File: config.mk
export PLATFORM = sky130hd
export DESIGN_NAME = nn_class_decider
export DESIGN_NICKNAME = d
export VERILOG_FILES = /design/src/rtl/nn_class_decider.sv
export SDC_FILE = /design/constraint.sdc
export NUM_CORES = 1
export LEC_CHECK = 0
export ABC_CLOCK_PERIOD_IN_PS = 7700
export CAP_MARGIN = 15
export CORE_MARGIN = 4
export CORE_UTILIZATION = 54
export CTS_CLUSTER_SIZE = 12
export DETAILED_ROUTE_END_ITERATION = 16
export GPL_TIMING_DRIVEN = 0
export PLACE_DENSITY = 0.74
export SYNTH_ARGS = -nofsm -noshare
export SYNTH_HDL_FRONTEND = slang
export SYNTH_SLANG_ARGS = --single-unit
File: constraint.sdc
create_clock -name clk -period 7.7 [get_ports clk]
set_input_delay 1.155 -clock clk [delete_from_list [all_inputs] [get_ports clk]]
set_output_delay 1.155 -clock clk [all_outputs]
set_load 0.02 [all_outputs]
File: src/rtl/nn_class_decider.sv
// Output-layer consumer: collects NUM_CLASSES scores, tracks the running argmax,
// and hands the winning class downstream over a valid/ready handshake.
module nn_class_decider #(
    parameter int NUM_CLASSES = 10,
    parameter int DATA_W      = 7,
    parameter int IDX_W       = 4
) (
    input  logic              clk,
    input  logic              rst,
    input  logic [DATA_W-1:0] score_in,
    input  logic              score_stb,
    input  logic              clr,
    output logic [IDX_W-1:0]  class_idx,
    output logic [DATA_W-1:0] class_score,
    output logic              class_valid,
    input  logic              class_ready,
    input  logic [IDX_W-1:0]  rd_idx,
    output logic [DATA_W-1:0] rd_score,
    output logic              overrun,
    output logic [7:0]        vec_count
);

    typedef enum logic {IDLE, HOLD} state_t;

    state_t            state, state_next;
    logic [IDX_W-1:0]  cnt;
    logic [DATA_W-1:0] run_max;
    logic [IDX_W-1:0]  run_idx;
    logic [DATA_W-1:0] work_buf [NUM_CLASSES];
    logic [DATA_W-1:0] read_buf [NUM_CLASSES];

    logic              take, last;
    logic [DATA_W-1:0] cand_max;
    logic [IDX_W-1:0]  cand_idx;
    logic              load_result, accept, drop;
    logic [DATA_W-1:0] rd_val;

    // clr beats a simultaneous strobe; the first sample of a vector seeds the max.
    always_comb begin
        take     = score_stb && !clr;
        last     = take && (cnt == IDX_W'(NUM_CLASSES - 1));
        cand_max = run_max;
        cand_idx = run_idx;
        if (cnt == '0) begin
            cand_max = score_in;
            cand_idx = '0;
        end else if (score_in > run_max) begin
            cand_max = score_in;
            cand_idx = cnt;
        end
    end

    always_ff @(posedge clk) begin
        if (!rst) begin
            cnt     <= '0;
            run_max <= '0;
            run_idx <= '0;
            for (int i = 0; i < NUM_CLASSES; i++) work_buf[i] <= '0;
        end else if (clr) begin
            cnt     <= '0;
            run_max <= '0;
            run_idx <= '0;
        end else if (take) begin
            for (int i = 0; i < NUM_CLASSES; i++)
                if (cnt == IDX_W'(i)) work_buf[i] <= score_in;
            run_max <= cand_max;
            run_idx <= cand_idx;
            cnt     <= last ? '0 : cnt + IDX_W'(1);
        end
    end

    // The snapshot includes the sample arriving on the completing edge.
    always_ff @(posedge clk) begin
        if (!rst) begin
            for (int i = 0; i < NUM_CLASSES; i++) read_buf[i] <= '0;
        end else if (last) begin
            for (int i = 0; i < NUM_CLASSES; i++)
                read_buf[i] <= (cnt == IDX_W'(i)) ? score_in : work_buf[i];
        end
    end

    always_ff @(posedge clk) begin
        if (!rst) state <= IDLE;
        else      state <= state_next;
    end

    always_comb begin
        state_next = state;
        case (state)
            IDLE: if (last) state_next = HOLD;
            HOLD: if (class_ready && !last) state_next = IDLE;
            default: state_next = IDLE;
        endcase
    end

    always_comb begin
        class_valid = (state == HOLD);
        accept      = (state == HOLD) && class_ready;
        load_result = last && ((state == IDLE) || class_ready);
        drop        = last && (state == HOLD) && !class_ready;
    end

    always_ff @(posedge clk) begin
        if (!rst) begin
            class_idx   <= '0;
            class_score <= '0;
            overrun     <= 1'b0;
            vec_count   <= '0;
        end else begin
            if (load_result) begin
                class_idx   <= cand_idx;
                class_score <= cand_max;
            end
            if (drop)   overrun   <= 1'b1;
            if (accept) vec_count <= vec_count + 8'd1;
        end
    end

    // Out-of-range indices read as zero.
    always_comb begin
        rd_val = '0;
        for (int i = 0; i < NUM_CLASSES; i++)
            if (rd_idx == IDX_W'(i)) rd_val = read_buf[i];
    end

    always_ff @(posedge clk) begin
        if (!rst) rd_score <= '0;
        else      rd_score <= rd_val;
    end

endmodule

# Yosys cells after proc, flatten, opt, wreduce, memory -nomap -nowiden
# Memory sizes are Yosys's and may differ from the RTL's.
# Index checks and enable logic that the tools add are counted.
totals:
  register_bits: 43
  ram_bits: 140
  in_bits: 16
  out_inout_bits: 28
  elab_cells: 169
  memories: 2
memory_table:
  columns: ["name", "words", "word_bits", "read_ports", "rd_ports_with_merged_regs", "write_ports", "line", "source"]
  rows:
  - ["read_buf", 10, 7, 10, 0, 10, "30", "logic [DATA_W-1:0] read_buf [NUM_CLASSES];"]
  - ["work_buf", 10, 7, 10, 0, 10, "29", "logic [DATA_W-1:0] work_buf [NUM_CLASSES];"]
classes:
  add_sub_neg: 2
  n_lt_le_gt_ge: 1
  eq_ne: 18
  n_mux: 101
  n_bitwise: 22
  reduce_logical: 14
op_table:
  columns: ["operator", "n"]
  rows:
  - ["7-bit two-way mux", 42]
  - ["1-bit two-way mux", 55]
  - ["4-bit by 3-bit == test with 1-bit output (second input constant)", 8]
  - ["1-bit bitwise OR", 20]
  - ["4-bit by 2-bit == test with 1-bit output (second input constant)", 4]
  - ["4-bit == test (second input constant)", 4]
  - ["4-bit two-way mux", 3]
  - ["8-bit by 1-bit adder with 8-bit output (second input constant)", 1]
  - ["4-bit by 1-bit == test with 1-bit output (second input constant)", 2]
  - ["4-bit logical NOT", 2]
  - ["7-bit greater-than comparator", 1]
  - ["1-bit logical AND", 7]
  - ["4-bit by 1-bit adder with 4-bit output (second input constant)", 1]
  - ["1-bit logical NOT", 3]
  - ["1-bit inverter", 2]
  - ["1-bit case mux with 2 select lines", 1]
  - ["2-bit OR reduction", 1]
  - ["1-bit logical OR", 1]

# Logic depth before layout (Yosys ltp)
# Gate-level depths: netlist (run 1).
depth:
  depth_word: 11
  mapped_depth: 10
  depth_no_buf: 7

# Least setup slack after synthesis (run 1)
# Ideal clock, no wire load.
synth_timing:
  path_kind: "input to register"
  from: "input score_stb"
  to: "memory read_buf[0][0], enable pin"
  setup_time_ns: 0.595
  t_arrival_ns: 6.643
  required_time_ns: 7.105
  setup_slack_ns: 0.462
  path_stages: 5
  path_buffers: 3
  path_cell_list: "buf_2 -> nand2b_1 -> buf_2 -> clkbuf_1 -> o21ai_0"
synth_rtl:
  columns: ["item", "line", "source"]
  rows:
  - ["from (decl)", "11", "input logic score_stb,"]
  - ["to (decl)", "30", null]

# Worst setup path after layout (run 1)
layout_timing:
  from: "input score_in[0]"
  to: "register run_idx[2]"
layout_via:
  elab_chain_cells: 3
layout_rtl:
  columns: ["item", "line", "source"]
  rows:
  - ["from (decl)", "10", "input logic [DATA_W-1:0] score_in,"]
  - ["7-bit greater-than comparator", "47", "end else if (score_in > run_max) begin"]
  - ["4-bit two-way mux", "47", null]
  - ["4-bit two-way mux", "44", "if (cnt == '0) begin"]
  - ["to (signal assigned)", "67", "run_idx <= cand_idx;"]
  - ["to (decl)", "28", "logic [IDX_W-1:0] run_idx;"]
# Every way passes these cells.
# A chain may end at the register's enable or synchronous reset.

==> results of run 1 <==
==> worst reg2reg max path, delay by kind of cell, from the launching register on <==
kind | cells | cell delay [ns]
AO/OA/AOI/OAI | 1 | 0.78
adder cells (fa/ha/maj) | 1 | 0.17
flip-flops | 1 | 0.40
AND/OR/NAND/NOR | 1 | 0.48
buffers and inverters | 3 | 0.58
==> layout by cell type (no fill, tap or decap), types with 4 or more instances in the layout <==
master,count
edfxtp_1,133
nand2_1,114
a21oi_1,82
and2_1,63
nor2_1,52
dfxtp_1,43
nand3_1,42
clkdlybuf4s50_1,39
clkbuf_1,37
o21ai_0,35
mux2i_1,29
nor3_1,20
clkbuf_16,17
buf_2,13
ha_1,12
inv_1,11
nor2b_1,9
buf_6,7
buf_4,6
or3_1,6
xor2_1,6
a211oi_1,6
clkinv_1,6
nand2b_1,5
nand4_1,5
a311oi_1,5
o21ai_1,5
o2111ai_1,4
mux4_2,4
==> area by class of cell <==
type / instances / area, sq um / share of cell area
Sequential cell: 176 / 4850 / 0.506
Clock inverter: 13 / 121 / 0.0127
Multi-Input combinational cell: 542 / 3130 / 0.327
Tap cell: 188 / 235 / 0.0245
Timing Repair Buffer: 41 / 438 / 0.0457
Buffer: 64 / 332 / 0.0346
Inverter: 11 / 41.3 / 0.00431
Clock buffer: 19 / 433 / 0.0452
==> registers in the layout (all words and copies together), names as in the netlist <==
register	flops
run_idx	4
run_max	7
class_valid	1
class_idx	4
read_buf	70
vec_count	8
cnt	4
class_score	7
rd_score	7
work_buf	63
overrun	1
==> cell usage after synthesis, types with 4 or more instances <==
library cell | number | area [sq um]
a211oi_1 | 6 | 45.0
a21oi_1 | 82 | 410
a311oi_1 | 5 | 43.8
and2_1 | 63 | 394
buf_2 | 13 | 65.1
buf_4 | 6 | 45.0
buf_6 | 7 | 78.8
clkbuf_1 | 35 | 131
dfxtp_1 | 43 | 861
edfxtp_1 | 133 | 3990
ha_1 | 12 | 150
inv_1 | 11 | 41.3
mux2i_1 | 29 | 290
mux4_2 | 4 | 90.1
nand2_1 | 114 | 428
nand2b_1 | 5 | 31.3
nand3_1 | 42 | 210
nand4_1 | 5 | 31.3
nor2_1 | 52 | 195
nor2b_1 | 9 | 56.3
nor3_1 | 20 | 100
o2111ai_1 | 4 | 35.0
o21ai_0 | 36 | 180
o21ai_1 | 5 | 25.0
or3_1 | 6 | 37.5
xor2_1 | 6 | 52.6
==> power breakdown <==
group	total, uW	leakage, uW	internal (uW)	switching, uW
sequential	1060	0.00172	1050	9.94
clock	827	0.000266	471	356
combinational	139	0.00151	44.0	95.1
==> metrics by stage <==
step | hold WS (ns) | power (uW) | std cells
2_1_floorplan | 0.437 | 1160 | 793
3_3_place_gp | 0.444 | 1210 | 1020
3_5_place_dp | 0.453 | 1210 | 1022
4_1_cts | 0.462 | 2020 | 1054
5_1_grt | 0.485 | 2070 | 1054
6_report | 0.458 | 2020 | 1054
==> how the worst max path moves through the flow <==
stage	from	endpoint	cells past startpoint
floorplan	score_stb	read_buf[0][0]$_SDFFCE_PN0P_	5
global placement	clr	read_buf[2][6]$_SDFFCE_PN0P_	5
detailed placement	score_in[0]	class_idx[1]$_SDFFE_PN0P_	9
CTS	score_in[0]	class_idx[1]$_SDFFE_PN0P_	9
global route	score_in[0]	class_idx[1]$_SDFFE_PN0P_	9
finish	score_in[0]	run_idx[2]$_SDFFE_PP0P_	9
==> logic make-up (layout without fill, tap and decap cells) <==
logic type	count (synthesis)	in the layout
XOR/XNOR	7	7
AO/OA/AOI/OAI	161	161
buffers and inverters	75	148
multiplexers	34	34
AND/OR/NAND/NOR	328	328
adder cells (fa/ha/maj)	12	12
flip-flops	176	176
==> routing by layer <==
layer  global-route usage  share of wire  vias to the layer above
met5                    0              0                        -
met1                0.333           0.41                     3022
li1                     -              -                     2940
met2                0.389           0.46                      336
met3               0.0546          0.091                       61
met4               0.0993          0.032                        0
==> metrics.md, run 1 <==
| Metric | Value |
|---|---|
| Buf/Inv on CP | 3 |
| Outcome | completed |
| Vias in the first global route | 6059 |
| Synth Flop Type | edfxtp_1 |
| Hold Fails Final Rpt | 0 |
| TritonRoute pass-1 iters | 5 |
| Pwr/cell area | 211 nW/um^2 |
| Die X | 132 microns |
| CTS resizes | 0 |
| Total GRT Usage | 0.246 |
| Post-synth ARST share | 0 |
| Htree depth | 4 |
| Synth Area in Adders | 0.0180 |
| Syn Area/Cell | 10.5 sq um |
| Unique masters post-synth | 53 |
| Worst-case clock buffer depth | 2 |
| Cts hold-fix bufs | 0 |
| Num ports | 44 |
| Largest family of logic cells by synthesized area | simple AND/OR/NAND/NOR gates |
| Final wirelength | 21500 microns |
| # fillers | 1198 |
| Hold path start | run_max[5]$_SDFFE_PP0P_ |
| Rel. slew slack | 0.280 |
| Final Skew | around 0.0076 ns |
| Max Slew Vio Count | 0 |
| XOR/XNOR share of the synthesized area | 0.00734 |
| Final WS setup | 4.08 ns |
| Post-CTS setup buffer count | 0 |
| Post-synthesis mux area share | 0.0469 |
| EDFF count, synth | 133 |
| FMAX | roughly 280 MHz |
| Synth Register Bits | 176 |
| Max Cap Viol | 0 |
| CP Launch Type | primary input |
| Mapped Area | 8350 sq um |
| Post-DRT Antenna Nets | 0 |
| Pin count of the biggest net entering global routing | 29 |
| Worst path slowest cell | clkbuf_1 |
| Port Buf Inserts | 39 |
| Final HPWL DP | 14600 microns |
| Ant. Diodes | 0 |
| Worst reg-to-reg path cell count | 6 |
| R2r startpoint | cnt[0]$_SDFFE_PP0P_ |
| Compound-gate portion of the synthesized area | 0.111 |
| CTS root buffer | clkbuf_16 |
| Share of layout cells above drive strength 1 | 0.0785 |
| FF-to-FF End | work_buf[0][3]$_SDFFCE_PN0P_ |
| HP Class | reg2reg |
| Residual DRC | 0 |
| First-pass GRT wire length | 33200 microns |
| Synth Warn # | 0 |
| WP data required | 8.00 ns |
| Setup CP Type | in2reg |
| Sequential cell area fraction in the yosys report | 0.581 |
| Placed Area | around 9000 sq um |
| First DRT Iteration DRCs | 714 |
| Die footprint | 17500 sq um |
| Slew @ Worst Pin | 1.07 ns |
| Final design area excluding fillers | around 9600 sq um |
| Post-Syn Nets | 821 |
| Final design utilization | 0.631 |
| Initial antenna violation count | 0 |
| Initial core utilization | 0.549 |
| Clock latency on the worst-skew pair | 0.43 ns |
| Worst Hold Path EP | run_max[5]$_SDFFE_PP0P_ |
| Cell family with most CP delay | buffers and inverters |
| Clock slew at reported path FFs | 0.07 ns |
| LEAKAGE | 0.00350 uW |
| Flop2flop setup slack | 4.92 ns |
| Total CTS buffers | 17 |
| Syn Inst Count | around 800 |
| Slowest Stage Delay on Critical Path | 0.50 ns |
| Vias per cell | 6.03 |
| Setup-failing EPs final | 0 |
| DR WL/cell | around 20 microns |
| Die Ht | 132 microns |
| Site Rows | 45 |
| Final setup TNS | 0 ns |
| Minimum clock period | 3.62 ns |
| RSZ-0062 raised after global routing | false |
| Crit path max fanout | 10 |
| Endpoint type of the worst setup path | flip-flop |
| Area Overhead vs Synth | 14.8% |
| Max VDD drop | 0.173 mV |
| Grt total ovfl | 0 |
| CTS tree | done |
| Simple-gate share of the synthesized area | 0.190 |
| Layout Nets | between 800 and 900 |
| Worst slack at placement | 3.74 ns |
| CP arrival | 3.91 ns |
| Routed via count | 6359 |
| CP cell instances | clkbuf_1 > inv_1 > clkbuf_1 > ha_1 > nand3b_1 > a21oi_1 > o22ai_2 > mux2i_1 > a21oi_1 |
| Cells on Worst Hold Path | 2 |
| Core ar. | 15200 sq um |
| Fin crit share | 0.470 |
| CTS sink cnt | about 180 |
| Gpl congestion | 0.888 |
(Power assumes the default switching activity.)
==> run 2, diff against run 1 <==
ABC_CLOCK_PERIOD_IN_PS = 3300   (was 7700)
clock period = 3.3 ns   (was 7.7 ns; I/O delays follow)
==> run 2 against run 1 <==
  * Worst setup slack lost 3.8 ns
  * Clock skew grew 0.0027 ns
  * Critical path depth is the same
  * Total power grew 140%
  * Via count shrank 0.16%
  * Critical path type unchanged
  * Highest routed layer unchanged
==> metrics.md, run 2 (same netlist as run 1, synthesis figures left out) <==
| Metric | Value |
|---|---|
| Comb pwr share | 0.068 |
| Setup-failing EPs final | 0 |
| Flop2flop setup slack | 0.51 ns |
| Initial core utilization | 0.549 |
| Final Skew | 0.0102 ns |
| Switching power | 1100 uW |
| Core ar. | 15200 sq um |
| Hold path start | run_max[4]$_SDFFE_PP0P_ |
| Sw Share | 0.232 |
| Minimum clock period | 2.97 ns |
| First DRT Iteration DRCs | 801 |
| Clock latency on the worst-skew pair | 0.44 ns |
| Buf/Inv on CP | 3 |
| Residual DRC | 0 |
| Die Ht | roughly 130 microns |
| Htree depth | 4 |
| Hold Slack | 0.456 ns |
| Site Rows | 45 |
| CP cell instances | clkbuf_1 > inv_1 > clkbuf_1 > ha_1 > nand3b_1 > a21oi_1 > o22ai_2 > mux2i_1 > a21oi_1 |
| Outcome | completed |
| Total GRT Usage | 0.246 |
| Fin crit share | 0.899 |
| Largest reg by FF count | read_buf |
| Area Overhead vs Synth | 15.1% |
| Grt total ovfl | 0 |
| CTS sink cnt | 176 |
| CP arrival | about 3.3 ns |
| Worst-case clock buffer depth | 2 |
| Routed via count | 6349 |
| Post-CTS setup buffer count | 0 |
| Pin count of the biggest net entering global routing | 35 |
| Most frequent cells in the layout | edfxtp_1 (133), nand2_1 (114), a21oi_1 (82), and2_1 (63), nor2_1 (52) |
| Total CTS buffers | 17 |
| CTS resizes | 0 |
| Part of the power in the clock network | 0.414 |
| Initial antenna violation count | 0 |
| First-pass GRT wire length | between 30000 and 40000 microns |
| Max VDD drop | approximately 0.35 mV |
| Setup CP Type | in2reg |
| Most common cell after layout, fill and taps aside | edfxtp_1 |
| Final wirelength | 21200 microns |
| Slowest Stage Delay on Critical Path | around 0.50 ns |
| Worst path slowest cell | clkbuf_1 |
| HP Class | reg2reg |
| Crit path max fanout | 10 |
| Worst setup path endpoint | run_idx[2]$_SDFFE_PP0P_ |
| Worst reg-to-reg path cell count | 6 |
| CP Launch Type | primary input |
| Stages on worst setup path | 9 |
| Die X | between 100 and 150 microns |
| FF-to-FF End | work_buf[0][1]$_SDFFCE_PN0P_ |
| FMAX | between 300 and 400 MHz |
| Max Cap Viol | 0 |
| Internal | 3650 uW |
| R2r startpoint | cnt[0]$_SDFFE_PP0P_ |
| Clock slew at reported path FFs | 0.07 ns |
| Vias per cell | 6.02 |
| Sequential group share of total power | 0.518 |
| Gpl congestion | just under 0.9 |
| Max reg flops | 70 |
| Cell family with most CP delay | buffers and inverters |
| Port Buf Inserts | 39 |
| Placed insts | 1022 |
| WP data required | 3.61 ns |
| Ant. Diodes | 0 |
| Fin cells | 1054 |
| Setup crit start | score_in[0] |
| Num ports | 44 |
| RSZ-0062 raised after global routing | false |
| CTS tree | done |
| Max Slew Vio Count | 0 |
| Rel. slew slack | 0.265 |
| TritonRoute pass-1 iters | 5 |
| Hold Fails Final Rpt | 0 |
| Biggest regs | read_buf: 70 flops, work_buf: 63 flops, vec_count: 8 flops |
| Final HPWL DP | ~15000 microns |
| Layout Nets | between 800 and 900 |
| Endpoint type of the worst setup path | flip-flop |
| Post-DRT Antenna Nets | 0 |
| Slew @ Worst Pin | 1.09 ns |
| CTS root buffer | clkbuf_16 |
| DR WL/cell | 20.1 microns |
| Cts hold-fix bufs | 0 |
| Die footprint | between 15000 and 20000 sq um |
| Pwr/cell area | 495 nW/um^2 |
| LEAKAGE | 0.00352 uW |
| Vias in the first global route | a little over 6000 |
| Share of layout cells above drive strength 1 | 0.0855 |
[run 2: worst min-delay path by stage]
stage	slack [ns]	end	cells after the start
floorplan	0.44	run_max[1]$_SDFFE_PP0P_	2
global placement	0.44	run_max[1]$_SDFFE_PP0P_	2
detailed placement	0.45	run_max[4]$_SDFFE_PP0P_	2
CTS	0.46	run_max[4]$_SDFFE_PP0P_	2
global route	0.48	run_max[4]$_SDFFE_PP0P_	2
finish	0.46	run_max[4]$_SDFFE_PP0P_	2
[run 2: through the flow]
step	area, sq um	setup TNS (ns)	utilization	worst slack [ns]	total power (uW)
after floorplan	8360	0	-	0.625	2700
after global placement	8990	-28.58	0.591	-0.414	2810
after detailed placement	9030	-0.260	0.594	-0.0662	2830
after CTS	9610	0	0.632	0.387	4750
after global routing	9610	0	0.632	0.188	4880
final	9610	0	0.632	0.332	4760
[run 2: power by group through the flow]
stage	logic (uW)	clock network [uW]	registers, uW
CTS	318	1970	2470
floorplan	187	0	2510
finish	322	1970	2470
global route	347	2060	2470
global placement	302	0	2510
detailed placement	316	0	2510
[run 2: layout make-up]
class	count	area (sq um)
plain buffers	64	332
clock buffers	20	468
clock inverters	12	106
fillers	1206	5590
inverters	11	41.3
multi-input cells	542	3130
flip-flops and latches	176	4850
well taps	188	235
repair buffers	41	438
[run 2: tightest hold or removal path, stage by stage, from the launching register on]
cell and delay [ns]:
dfxtp_1 0.31, nand3_1 0.05, o21ai_1 0.05
[run 2: metal layers]
| layer | wire length [microns] | GRT usage | vias up |
|---|---|---|---|
| li1 | - | - | 2934 |
| met1 | 8580 | 0.337 | 3033 |
| met2 | 9910 | 0.380 | 327 |
| met3 | 2140 | 0.0615 | 55 |
| met4 | 583 | 0.0941 | 0 |
| met5 | 0 | 0 | - |
